File: src/rtl/tx_fifo.sv
// Parametrised synchronous circular transmit FIFO with first-word-fall-through head,
// exact occupancy count, sticky overflow/underflow flags and a synchronous flush.
module tx_fifo #(
    parameter int WIDTH = 8,
    parameter int DEPTH = 16,
    parameter int CW    = $clog2(DEPTH + 1)
) (
    input  logic             clk,
    input  logic             reset,
    input  logic [WIDTH-1:0] datain,
    input  logic             wr_en,
    input  logic             rd_en,
    input  logic             clear,
    output logic [WIDTH-1:0] dataout,
    output logic             tbnfout,
    output logic             tbneout,
    output logic [CW-1:0]    countout,
    output logic             overflow,
    output logic             underflow
);

    localparam int AW = $clog2(DEPTH);

    logic [WIDTH-1:0] mem [DEPTH];
    logic [AW-1:0]    wr_ptr;
    logic [AW-1:0]    rd_ptr;
    logic [CW-1:0]    count;
    logic             pop_ok;
    logic             push_ok;
    logic             is_empty;
    logic             is_full;

    always_comb begin
        is_empty = (count == '0);
        is_full  = (count == CW'(DEPTH));
        pop_ok   = rd_en && !is_empty;
        // a push into a full queue only fits when the head leaves in the same cycle
        push_ok  = wr_en && (!is_full || pop_ok);
    end

    always_ff @(posedge clk) begin
        if (reset) begin
            wr_ptr    <= '0;
            rd_ptr    <= '0;
            count     <= '0;
            overflow  <= 1'b0;
            underflow <= 1'b0;
        end else if (clear) begin
            wr_ptr    <= '0;
            rd_ptr    <= '0;
            count     <= '0;
            overflow  <= 1'b0;
            underflow <= 1'b0;
        end else begin
            if (push_ok) wr_ptr <= wr_ptr + 1'b1;
            if (pop_ok)  rd_ptr <= rd_ptr + 1'b1;
            case ({push_ok, pop_ok})
                2'b10:   count <= count + 1'b1;
                2'b01:   count <= count - 1'b1;
                default: count <= count;
            endcase
            if (wr_en && !push_ok) overflow  <= 1'b1;
            if (rd_en && is_empty) underflow <= 1'b1;
        end
    end

    // storage is deliberately left out of reset; occupancy alone decides validity
    always_ff @(posedge clk) begin
        if (!reset && !clear && push_ok) mem[wr_ptr] <= datain;
    end

    always_comb begin
        dataout  = is_empty ? '0 : mem[rd_ptr];
        tbnfout  = !is_full;
        tbneout  = !is_empty;
        countout = count;
    end

endmodule

File: config.mk
export PLATFORM = sky130hd
export DESIGN_NAME = tx_fifo
export DESIGN_NICKNAME = d
export VERILOG_FILES = /design/src/rtl/tx_fifo.sv
export SDC_FILE = /design/constraint.sdc
export NUM_CORES = 1
export LEC_CHECK = 0
export CAP_MARGIN = 20
export CORE_ASPECT_RATIO = 0.9
export CORE_MARGIN = 2
export CORE_UTILIZATION = 49
export DETAILED_ROUTE_END_ITERATION = 12
export PLACE_DENSITY = 0.68
export SLEW_MARGIN = 0
export SYNTH_ARGS = -nofsm -noshare
export SYNTH_HDL_FRONTEND = slang
export SYNTH_SLANG_ARGS = --single-unit
File: constraint.sdc
create_clock -name clk -period 3.5 [get_ports clk]
set_input_delay 0.875 -clock clk [delete_from_list [all_inputs] [get_ports clk]]
set_output_delay 0.875 -clock clk [all_outputs]
set_load 0.05 [all_outputs]
# After elaboration in Yosys (flattened, before gate mapping)
# Memory sizes are Yosys's and may differ from the RTL's. A register that Yosys moved wholly into a read port is not among the register bits.
# Cells that the tools add are included.
# Widths: inputs -> output; s select.
[totals]
regBits = 15
ramBits = 128
mem_count = 1
[memory_table]
columns = ["memory", "words", "word_bits", "rd", "rd_clocked_by_memory_dff", "write_ports", "line", "text"]
rows = [
  ["mem", 16, 8, 1, 1, 1, "24", "logic [WIDTH-1:0] mem [DEPTH];"],
]
[classes]
add_sub_neg = 4
n_eq_ne = 3
muxes = 6
n_reduce_logical = 15
[ops]
columns = ["op", "n"]
rows = [
  ["$pmux 5 s2", 1],
  ["$add 4x1->4 const B", 2],
  ["$mux 4", 2],
  ["$mux 8", 1],
  ["$logic_and 1x1->1", 6],
  ["$add 5x1->5 const B", 1],
  ["$eq 5x5->1 const B", 1],
  ["$logic_not 1->1", 5],
  ["$logic_not 5->1", 1],
  ["$sub 5x1->5 const B", 1],
  ["$eq 2x1->1 const B", 1],
  ["$eq 2x2->1 const B", 1],
  ["$mux 1", 2],
  ["$reduce_bool 2->1", 1],
  ["$reduce_or 2->1", 1],
  ["$logic_or 1x1->1", 1],
]

# Logic depth before layout (Yosys ltp)
# Gate-level depths: netlist (run 1).
[logic_depth]
depth_word = 8
ltp_mapped = 9

# Worst setup path after synthesis (run 1)
# OpenSTA, ideal clock, no wires.
[synth_timing]
path_type = "register -> output"
startpoint = "register with a tool-made name"
endpoint = "output dataout[5]"
t_arrival_ns = 2.343
required_ns = 2.625
slack_ns = 0.282
path_stages_with_launch = 7
n_path_buf = 3
cell_sequence = "dfxtp_1 buf_2 buf_4 buf_2 mux4_2 mux2i_1 a211oi_1"
[synth_lines]
columns = ["element", "line", "text"]
rows = [
  ["end: declaration", "14", "output logic [WIDTH-1:0] dataout,"],
]

==> results of run 1 <==
-- tightest hold or removal path, stage by stage (launching register included) --
cell,delay [ps]
dfxtp_1,330
a31oi_1,50
nor2_1,70
-- cells by family after synthesis --
kind of cell	share of synthesized area [%]
mux	13.9
buf+inv	1.84
xor+xnor	0.878
compound gates	4.93
simple gates	5.93
flops	70.5
fa+ha+maj	2.01
-- cell type report --
class                           instances  area share, %
Clock buffer                           21           6.08
Sequential cell                       147           58.4
Clock inverter                         11           1.55
Inverter                                7          0.363
Multi-Input combinational cell        167           22.9
Tap cell                              160           2.76
Timing Repair Buffer                   57           8.02
-- routing by layer --
metal	wire length, µm	global-route usage, %	vias to the layer above
li1	-	-	1458
met1	4630	22.7	1601
met2	5820	31.4	89
met3	569	5.44	7
met4	72	5.90	0
met5	0	0	-
-- placed cells by master, fill, tap and decap left out, types with 2 or more instances in the layout --
master	instances
nand2_1	9
o211ai_1	4
or2_2	2
buf_12	8
clkinv_4	2
nor2_1	32
clkbuf_16	17
dfxtp_1	18
nand4_1	2
a211oi_1	18
clkdlybuf4s50_1	21
mux4_2	32
ha_1	8
clkinv_2	4
nor2b_1	12
clkinv_1	2
edfxtp_1	128
a21oi_1	3
or4_1	2
xnor2_1	3
clkbuf_1	4
bufinv_16	2
a21o_1	2
buf_4	28
o31ai_1	2
mux2i_1	10
inv_1	7
o21ai_0	2
xor2_1	3
nand3_1	6
-- power by group --
group | total [mW] | switching [mW] | internal (mW)
sequential | 1.92 | 0.00948 | 1.91
combinational | 0.275 | 0.163 | 0.112
clock | 1.69 | 0.648 | 1.04
-- worst max path at each step --
stage / start / end / slack [ps] / depth (start not counted)
floorplan: flop / dataout[5] / 280 / 6
global placement: wr_en / countout[4] / 330 / 9
detailed placement: wr_en / countout[4] / 240 / 9
CTS: flop / dataout[7] / 90 / 5
global route: flop / dataout[7] / 140 / 5
finish: flop / dataout[7] / 310 / 5
-- through the flow --
stage / total power [mW] / area, µm² / std cells / util (%)
4_1_cts: 3.92 / 7240 / 570 / 60.4
6_report: 3.88 / 7240 / 570 / 60.5
3_5_place_dp: 2.24 / 6690 / 538 / 55.8
2_1_floorplan: 2.11 / 5990 / 337 / -
3_3_place_gp: 2.23 / 6690 / 538 / 55.8
5_1_grt: 4.01 / 7240 / 570 / 60.5
-- registers in the layout, summed over array words and instances, names as in the netlist, named ones only --
register / cells
countout: 5
underflow: 1
mem: 128
wr_ptr: 4
overflow: 1
rd_ptr: 4
-- timing repair --
| action | CTS | global route |
|---|---|---|
| setup endpoints to repair | 0 | 2 |
| hold buffers | 0 | 0 |
| buffers inserted | 0 | 0 |
| resized for setup | 0 | 1 |
==> metrics.md, run 1 <==
| Metric | Value |
|---|---|
| Hold WC Path Type | `reg -> reg` |
| Worst-Margin Slew | `631 ps` |
| Clock buffer count from CTS | `17` |
| # H-tree levels | `4` |
| Peak VDD IR | `387 µV` |
| First-pass GRT wire length | `17400 µm` |
| Slew margin rel. | `57.8%` |
| WP buf/inv | `2` |
| Post-Syn Area | `5990 µm²` |
| Final TNS setup | `0 ps` |
| Die ar. | `13100 µm²` |
| # diodes | `0` |
| FFs w/ async S/R, synth | `0%` |
| Worst-skew pair later-pin latency | `410 ps` |
| Worst Reg-to-Reg Cells | `9` |
| Die width | `121 µm` |
| GR Overflow Total | `0` |
| Layout cell share with drive strength beyond 1 | `25.1%` |
| Largest net degree at the start of global routing | `24` |
| Critical path required time | `2620 ps` |
| CTS Buffer Depth | `2` |
| Area leader, netlist | `edfxtp_1` |
| Std cell rows | `38` |
| Register area | `4230 µm²` |
| Hold Fails Final Rpt | `0` |
| Floorplan Core Area | `12000 µm²` |
| #FFs+latches synth | `147` |
| # IOs | `30` |
| Post-synth top cells | `edfxtp_1, mux4_2, nor2_1, dfxtp_1, a211oi_1` |
| Clk pin slew, worst setup/hold paths | `60 ps` |
| Vias in the first global route | `3231` |
| Multi-input combinational cell area | `1660 µm²` |
| Worst Hold Depth | `2` |
| Max Freq | `313 MHz` |
| Post-synth EDFFs | `128` |
| Routed vias | `3155` |
| Crit path cell chain | `buf_4, mux4_2, a211oi_1, a211oi_1, buf_12` |
| Final Skew | `4.36 ps` |
| DR vias/cell | `5.54` |
| Syn nets | `359` |
| Top_reg_cell synth | `edfxtp_1` |
| Period minus WS final | `3190 ps` |
| Number of port buffers | `29` |
| Antenna Nets Post-Route | `0` |
| CP Capture Type | `output pin` |
| Initial drt markers | `247` |
| Final net count | `419` |
| CP max-delay cell | `mux4_2` |
| Antenna violations before repair | `0` |
| Critical Path AT | `2320 ps` |
| Leak | `2.36 nW` |
| Power Dens Cells | `536 nW/µm²` |
| GRT Overall Usage | `18.4%` |
| Hold Path Sink | `overflow` |
| Yosys cell types | `41` |
| Placer Congestion | `0.804` |
| Setup crit start kind | `flop` |
| Worst hold slack | `483 ps` |
| Hold path start | `overflow` |
| Flop-to-flop setup slack | `760 ps` |
| Max cap viols | `0` |
| DRC violation count after routing | `0` |
| Routed wire per std cell | `19.5 µm` |
| Worst Path Max Fanout | `12` |
| Final WS setup | `307 ps` |
| TritonCTS clock tree | `built` |
| CP peak stage delay | `500 ps` |
| Yosys top cell area share | `64.2%` |
| Crit Path Category | `reg -> out` |
| Syn. warnings | `0` |
| Reg2Reg Launch Point | `countout[0]` |
| Place WS | `244 ps` |
| Family with the most delay on the worst path | `multiplexers` |
| Final Slew Violations | `0` |
| Die Span Y | `109 µm` |
| Unrepaired setup endpoints after global routing | `no` |
| Starting density of the core | `50.0%` |
| # setup viols final | `0` |
| Clk root buf | `clkbuf_16` |
| Post-route clock period utilization | `91.2%` |
| Mapped Avg Cell Area | `17.8 µm²` |
| Fill count | `896` |
| Most frequent cell on the critical path | `a211oi_1` |
| RR Endpoint | `countout[4]` |
| Count leader, synth | `edfxtp_1` |
| Post-Route WL | `11100 µm` |
| Area growth syn-to-layout | `20.9%` |
| DP HPWL | `7350 µm` |
| Outcome | `finished, final reports clean` |
| Syn Inst Count | `337` |
| First-pass DRT Iterations | `4` |
| Post-synthesis sequential area ratio | `70.5%` |
| Area contributors post-synth | `edfxtp_1, mux4_2, dfxtp_1` |
| CTS sink count | `147` |
No activity file was read; power rests on OpenSTA's default activity.
==> inputs of run 2 (changes only) <==
--- a/config.mk
+++ b/config.mk
@@ -7,7 +7,6 @@
 export LEC_CHECK = 0
 export CAP_MARGIN = 20
 export CORE_ASPECT_RATIO = 0.9
-export CORE_MARGIN = 2
 export CORE_UTILIZATION = 49
 export DETAILED_ROUTE_END_ITERATION = 12
 export PLACE_DENSITY = 0.68
==> metrics.md, run 2 (synthesis gave the netlist of run 1 again) <==
| Metric | Value |
|---|---|
| Outcome | `finished, final reports clean` |
| Clk root buf | `clkbuf_16` |
| Power Dens Cells | `540 nW/µm² (+0.68%)` |
| Starting density of the core | `51.3% (+1.4 points)` |
| Worst-skew pair later-pin latency | `410 ps (about the same)` |
| Routed vias | `3169 (+0.44%)` |
| Initial drt markers | `254 (+2.8%)` |
| TritonCTS clock tree | `built` |
| Final TNS setup | `0 ps (unchanged)` |
| Clk pin slew, worst setup/hold paths | `60 ps (about the same)` |
| Max cap viols | `0 (unchanged)` |
| Final net count | `419 (unchanged)` |
| Std cell rows | `37 (-2.6%)` |
| GR Overflow Total | `0 (unchanged)` |
| Die width | `119 µm (-1.7%)` |
| Layout cell share with drive strength beyond 1 | `25.9% (+0.73 points)` |
| Crit Path Category | `reg -> out` |
| Final Skew | `7.79 ps (+3.43 ps)` |
| # H-tree levels | `4 (unchanged)` |
| Peak VDD IR | `387 µV (-0.14%)` |
| Number of port buffers | `29 (unchanged)` |
| Post-CTS Setup Inserts | `0 (unchanged)` |
| Final Util | `62.3% (+1.8 points)` |
| DP HPWL | `7370 µm (+0.27%)` |
| # IOs | `30 (unchanged)` |
| CTS Hold Bufs | `0 (unchanged)` |
| Most flop-heavy register | `mem` |
| Max Freq | `302 MHz (-3.5%)` |
| Tot Pwr | `3.92 mW (+0.96%)` |
| Post-Place Cells | `534 (-0.74%)` |
| Post-Route WL | `11300 µm (+2.3%)` |
| GRT Overall Usage | `19.7% (+1.3 points)` |
| Unrepaired setup endpoints after global routing | `no` |
| Area growth syn-to-layout | `21.3%` |
| Final Slew Violations | `0 (unchanged)` |
| CTS sink count | `147 (unchanged)` |
| # setup viols final | `0 (unchanged)` |
| Slew margin rel. | `57.1% (-0.74 points)` |
| Routed wire per std cell | `20.0 µm (+3.0%)` |
| DR vias/cell | `5.60 (+1.2%)` |
| Hold Fails Final Rpt | `0 (unchanged)` |
| Leak | `2.36 nW (about the same)` |
| Finished Cell Area | `7260 µm² (+0.28%)` |
| First-pass DRT Iterations | `4 (unchanged)` |
| Antenna Nets Post-Route | `0 (unchanged)` |
| Non-filler cells, final | `566 (-0.70%)` |
| Hold WC Path Type | `reg -> reg` |
| Setup crit start kind | `flop` |
| Post-cts resize count | `0 (unchanged)` |
| Area after DPL | `6700 µm² (+0.11%)` |
| CTS Buffer Depth | `2 (unchanged)` |
| Most common cell after layout, fill and taps aside | `edfxtp_1` |
| Post-route clock period utilization | `94.5% (+3.3 points)` |
| Antenna violations before repair | `0 (unchanged)` |
| Die Span Y | `107 µm (-1.8%)` |
| Floorplan Core Area | `11700 µm² (-2.6%)` |
| Worst Path Max Fanout | `11 (-1)` |
| Die ar. | `12700 µm² (-3.5%)` |
| # diodes | `0 (unchanged)` |
| Worst-Margin Slew | `643 ps (+11.1 ps)` |
| Placer Congestion | `0.732 (-8.9%)` |
| Period minus WS final | `3310 ps (+114 ps)` |
| Critical Path AT | `2430 ps (+110 ps)` |
| Most frequent cells in the layout | `edfxtp_1, mux4_2, nor2_1` |
| Clock buffer count from CTS | `17 (unchanged)` |
| Largest register FFs | `128 (unchanged)` |
| First-pass GRT wire length | `18000 µm (+3.6%)` |
| Critical path required time | `2620 ps (about the same)` |
| CP Capture Type | `output pin` |
| Vias in the first global route | `3202 (-0.90%)` |
| DRC violation count after routing | `0 (unchanged)` |
| Largest net degree at the start of global routing | `26 (+8.3%)` |
| Flop-to-flop setup slack | `730 ps (-30 ps)` |
| Fill count | `850 (-5.1%)` |
==> run 2: changes by cell type in the layout (fill, tap and decap cells not counted) <==
| cell | before | now |
|---|---|---|
| dfxtp_2 | 0 | 1 |
| clkinv_2 | 4 | 3 |
| buf_12 | 8 | 9 |
| dfxtp_4 | 1 | 0 |
| clkinvlp_4 | 1 | 4 |
| clkbuf_1 | 4 | 1 |
| buf_4 | 28 | 27 |
| inv_6 | 0 | 1 |
==> run 2: path summary, 6_finish.rpt <==
check | from | end | cells after the start
worst max register to register | countout[0] | countout[4] | 9
worst min-delay path | underflow | underflow | 2
worst max-delay path | flop | dataout[6] | 6
worst min register to register | underflow | underflow | 2
==> run 2: report_power, final <==
part | switching (mW) | leakage [nW] | internal (mW)
logic | 0.165 | 0.786 | 0.113
registers | 0.00931 | 1.31 | 1.91
clock network | 0.679 | 0.267 | 1.04
==> run 2: per-layer routing <==
metal	track usage, %	wire, µm	vias to the layer above
li1	-	-	1460
met1	25.5	4980	1627
met2	32.7	5820	69
met3	4.84	405	13
met4	6.60	139	0
met5	0	0	-
==> run 2: final cells by class <==
type / count / area, µm² / share of cell area [%]
Multi-Input combinational cell: 167 / 1660 / 22.8
Clock inverter: 14 / 139 / 1.91
Clock buffer: 18 / 429 / 5.91
Tap cell: 156 / 195 / 2.69
Inverter: 7 / 26.3 / 0.362
Timing Repair Buffer: 57 / 593 / 8.17
Sequential cell: 147 / 4230 / 58.2
==> run 2: worst max-delay path, stage by stage (launching register included) <==
cell and delay (ps):
dfxtp_2 560, buf_4 240, mux4_2 510, nor2b_1 140
a211oi_1 240, a211oi_1 120, buf_12 210
==> run 2: stage by stage <==
stage                     worst slack, ps  hold slack (ps)
after floorplan                       282              459
after global placement                331              461
after detailed placement              236              477
after CTS                             107              496
after global routing                 9.43              525
final                                 193              483
==> inputs of run 3 (changes only) <==
--- a/config.mk
+++ b/config.mk
@@ -7,7 +7,9 @@
 export LEC_CHECK = 0
 export CAP_MARGIN = 20
 export CORE_ASPECT_RATIO = 0.9
+export CORE_MARGIN = 2
 export CORE_UTILIZATION = 49
+export CTS_BUF_LIST = sky130_fd_sc_hd__clkbuf_8 sky130_fd_sc_hd__clkbuf_16
 export DETAILED_ROUTE_END_ITERATION = 12
 export PLACE_DENSITY = 0.68
 export SLEW_MARGIN = 0
==> metrics.md, run 3 (synthesis gave the netlist of run 1 again) <==
| Metric | Value |
|---|---|
| Worst-Margin Slew | `628 ps (-14.1 ps)` |
| Power Dens Cells | `535 nW/µm² (-0.96%)` |
| Final TNS setup | `0 ps (unchanged)` |
| Critical Path AT | `2330 ps (-100 ps)` |
| WP buf/inv | `2 (unchanged)` |
| Starting density of the core | `50.0% (-1.4 points)` |
| Largest register FFs | `128 (unchanged)` |
| Hold WC Path Type | `reg -> reg` |
| Clock buffer count from CTS | `17 (unchanged)` |
| GRT Overall Usage | `18.4% (-1.3 points)` |
| Slew margin rel. | `58.0% (+0.94 points)` |
| GR Overflow Total | `0 (unchanged)` |
| Crit path cell chain | `buf_4, mux4_2, a211oi_1, a211oi_1, buf_12` |
| TritonCTS clock tree | `built` |
| Die width | `121 µm (+1.7%)` |
| Area growth syn-to-layout | `20.9%` |
| Most frequent cell on the critical path | `a211oi_1` |
| CTS Buffer Depth | `2 (unchanged)` |
| Post-CTS Setup Inserts | `0 (unchanged)` |
| Family with the most delay on the worst path | `multiplexers` |
| Worst Reg-to-Reg Cells | `9 (unchanged)` |
| Post-Route WL | `11100 µm (-2.3%)` |
| Worst Path Max Fanout | `12 (+1)` |
| Unrepaired setup endpoints after global routing | `no` |
| Routed vias | `3150 (-0.60%)` |
| Largest net degree at the start of global routing | `24 (-7.7%)` |
| Post-cts resize count | `0 (unchanged)` |
| DP HPWL | `7350 µm (-0.27%)` |
| Initial drt markers | `247 (-2.8%)` |
| Outcome | `finished, final reports clean` |
| # setup viols final | `0 (unchanged)` |
| Number of port buffers | `29 (unchanged)` |
| Final Slew Violations | `0 (unchanged)` |
| CP Capture Type | `output pin` |
| CTS sink count | `147 (unchanged)` |
| Max cap viols | `0 (unchanged)` |
| CP peak stage delay | `500 ps (-60 ps)` |
| Final Skew | `7.96 ps (+0.164 ps)` |
| Reg2Reg Launch Point | `countout[0]` |
| Max Freq | `312 MHz (+3.1%)` |
| Antenna violations before repair | `0 (unchanged)` |
| Levels on crit path | `5 (-1)` |
| Leak | `2.38 nW (+0.71%)` |
| Setup crit start kind | `flop` |
| Post-route clock period utilization | `91.7% (-2.8 points)` |
| Most common cell after layout, fill and taps aside | `edfxtp_1` |
| Layout cell share with drive strength beyond 1 | `25.1% (-0.73 points)` |
| Most flop-heavy register | `mem` |
| Worst-skew pair later-pin latency | `410 ps (about the same)` |
| CTS Hold Bufs | `0 (unchanged)` |
| CP max-delay cell | `mux4_2` |
| Die ar. | `13100 µm² (+3.6%)` |
| # diodes | `0 (unchanged)` |
| DRC violation count after routing | `0 (unchanged)` |
| Std cell rows | `38 (+2.7%)` |
| Place WS | `244 ps (+8.62 ps)` |
| Final WS setup | `291 ps (+98.4 ps)` |
| Antenna Nets Post-Route | `0 (unchanged)` |
| Clk pin slew, worst setup/hold paths | `60 ps (about the same)` |
| First-pass DRT Iterations | `4 (unchanged)` |
| First-pass GRT wire length | `17400 µm (-3.5%)` |
| Final net count | `419 (unchanged)` |
| RR Endpoint | `countout[4]` |
| DR vias/cell | `5.53 (-1.3%)` |
| Clk root buf | `clkbuf_16` |
| Critical path required time | `2620 ps (about the same)` |
| Flop-to-flop setup slack | `760 ps (+30 ps)` |
| Vias in the first global route | `3231 (+0.91%)` |
| Routed wire per std cell | `19.4 µm (-3.0%)` |
| # H-tree levels | `4 (unchanged)` |
| Crit path capture | `dataout[7]` |
| Peak VDD IR | `386 µV (-0.21%)` |
| Hold Fails Final Rpt | `0 (unchanged)` |
| Period minus WS final | `3210 ps (-98.4 ps)` |
| Placer Congestion | `0.804 (+9.8%)` |
| # IOs | `30 (unchanged)` |
| Floorplan Core Area | `12000 µm² (+2.7%)` |
| Tot Pwr | `3.87 mW (-1.2%)` |
| Crit Path Category | `reg -> out` |
| Die Span Y | `109 µm (+1.9%)` |
| Most frequent cells in the layout | `edfxtp_1, mux4_2, nor2_1` |
-- run 3: how the worst min path moves through the flow --
| stage | start | end | slack [ps] | cells after the start |
|---|---|---|---|---|
| 2_1_floorplan | rd_ptr[3] | flop | 460 | 2 |
| 3_3_place_gp | underflow | underflow | 460 | 2 |
| 3_5_place_dp | overflow | overflow | 460 | 2 |
| 4_1_cts | overflow | overflow | 480 | 2 |
| 5_1_grt | overflow | overflow | 520 | 2 |
| 6_report | overflow | overflow | 480 | 2 |
-- run 3: area by class of cell --
cell class	instances	area [µm²]
clock buffers	17	425
repair buffers	57	581
multi-input cells	167	1660
inverters	7	26.3
flip-flops and latches	147	4230
clock inverters	15	128
fillers	896	4740
well taps	160	200
-- run 3: tightest hold or removal path: cells and delay by family (launching register included) --
family | cells | cell delay [ps]
flip-flops | 1 | 330
AND/OR/NAND/NOR | 1 | 70
AO/OA/AOI/OAI | 1 | 50
-- run 3: report_power, final --
group / switching [mW] / total (mW) / internal [mW]
sequential: 0.00948 / 1.92 / 1.91
clock: 0.648 / 1.68 / 1.03
combinational: 0.163 / 0.275 / 0.112
total: 0.821 / 3.87 / 3.05
-- run 3: metal layers --
metal,GRT usage (%),part of all wire [%],up-vias
met5,0,0,-
met4,5.90,0.59,0
met3,5.44,4.1,7
met2,31.4,53,74
met1,22.7,43,1611
li1,-,-,1458
-- run 3: per-stage QoR --
stage	hold slack (ps)	instance area [µm²]	utilization, %	cells
2_1_floorplan	459	5990	-	337
3_3_place_gp	461	6690	55.8	538
3_5_place_dp	460	6690	55.8	538
4_1_cts	479	7240	60.4	570
5_1_grt	517	7240	60.5	570
6_report	483	7240	60.5	570
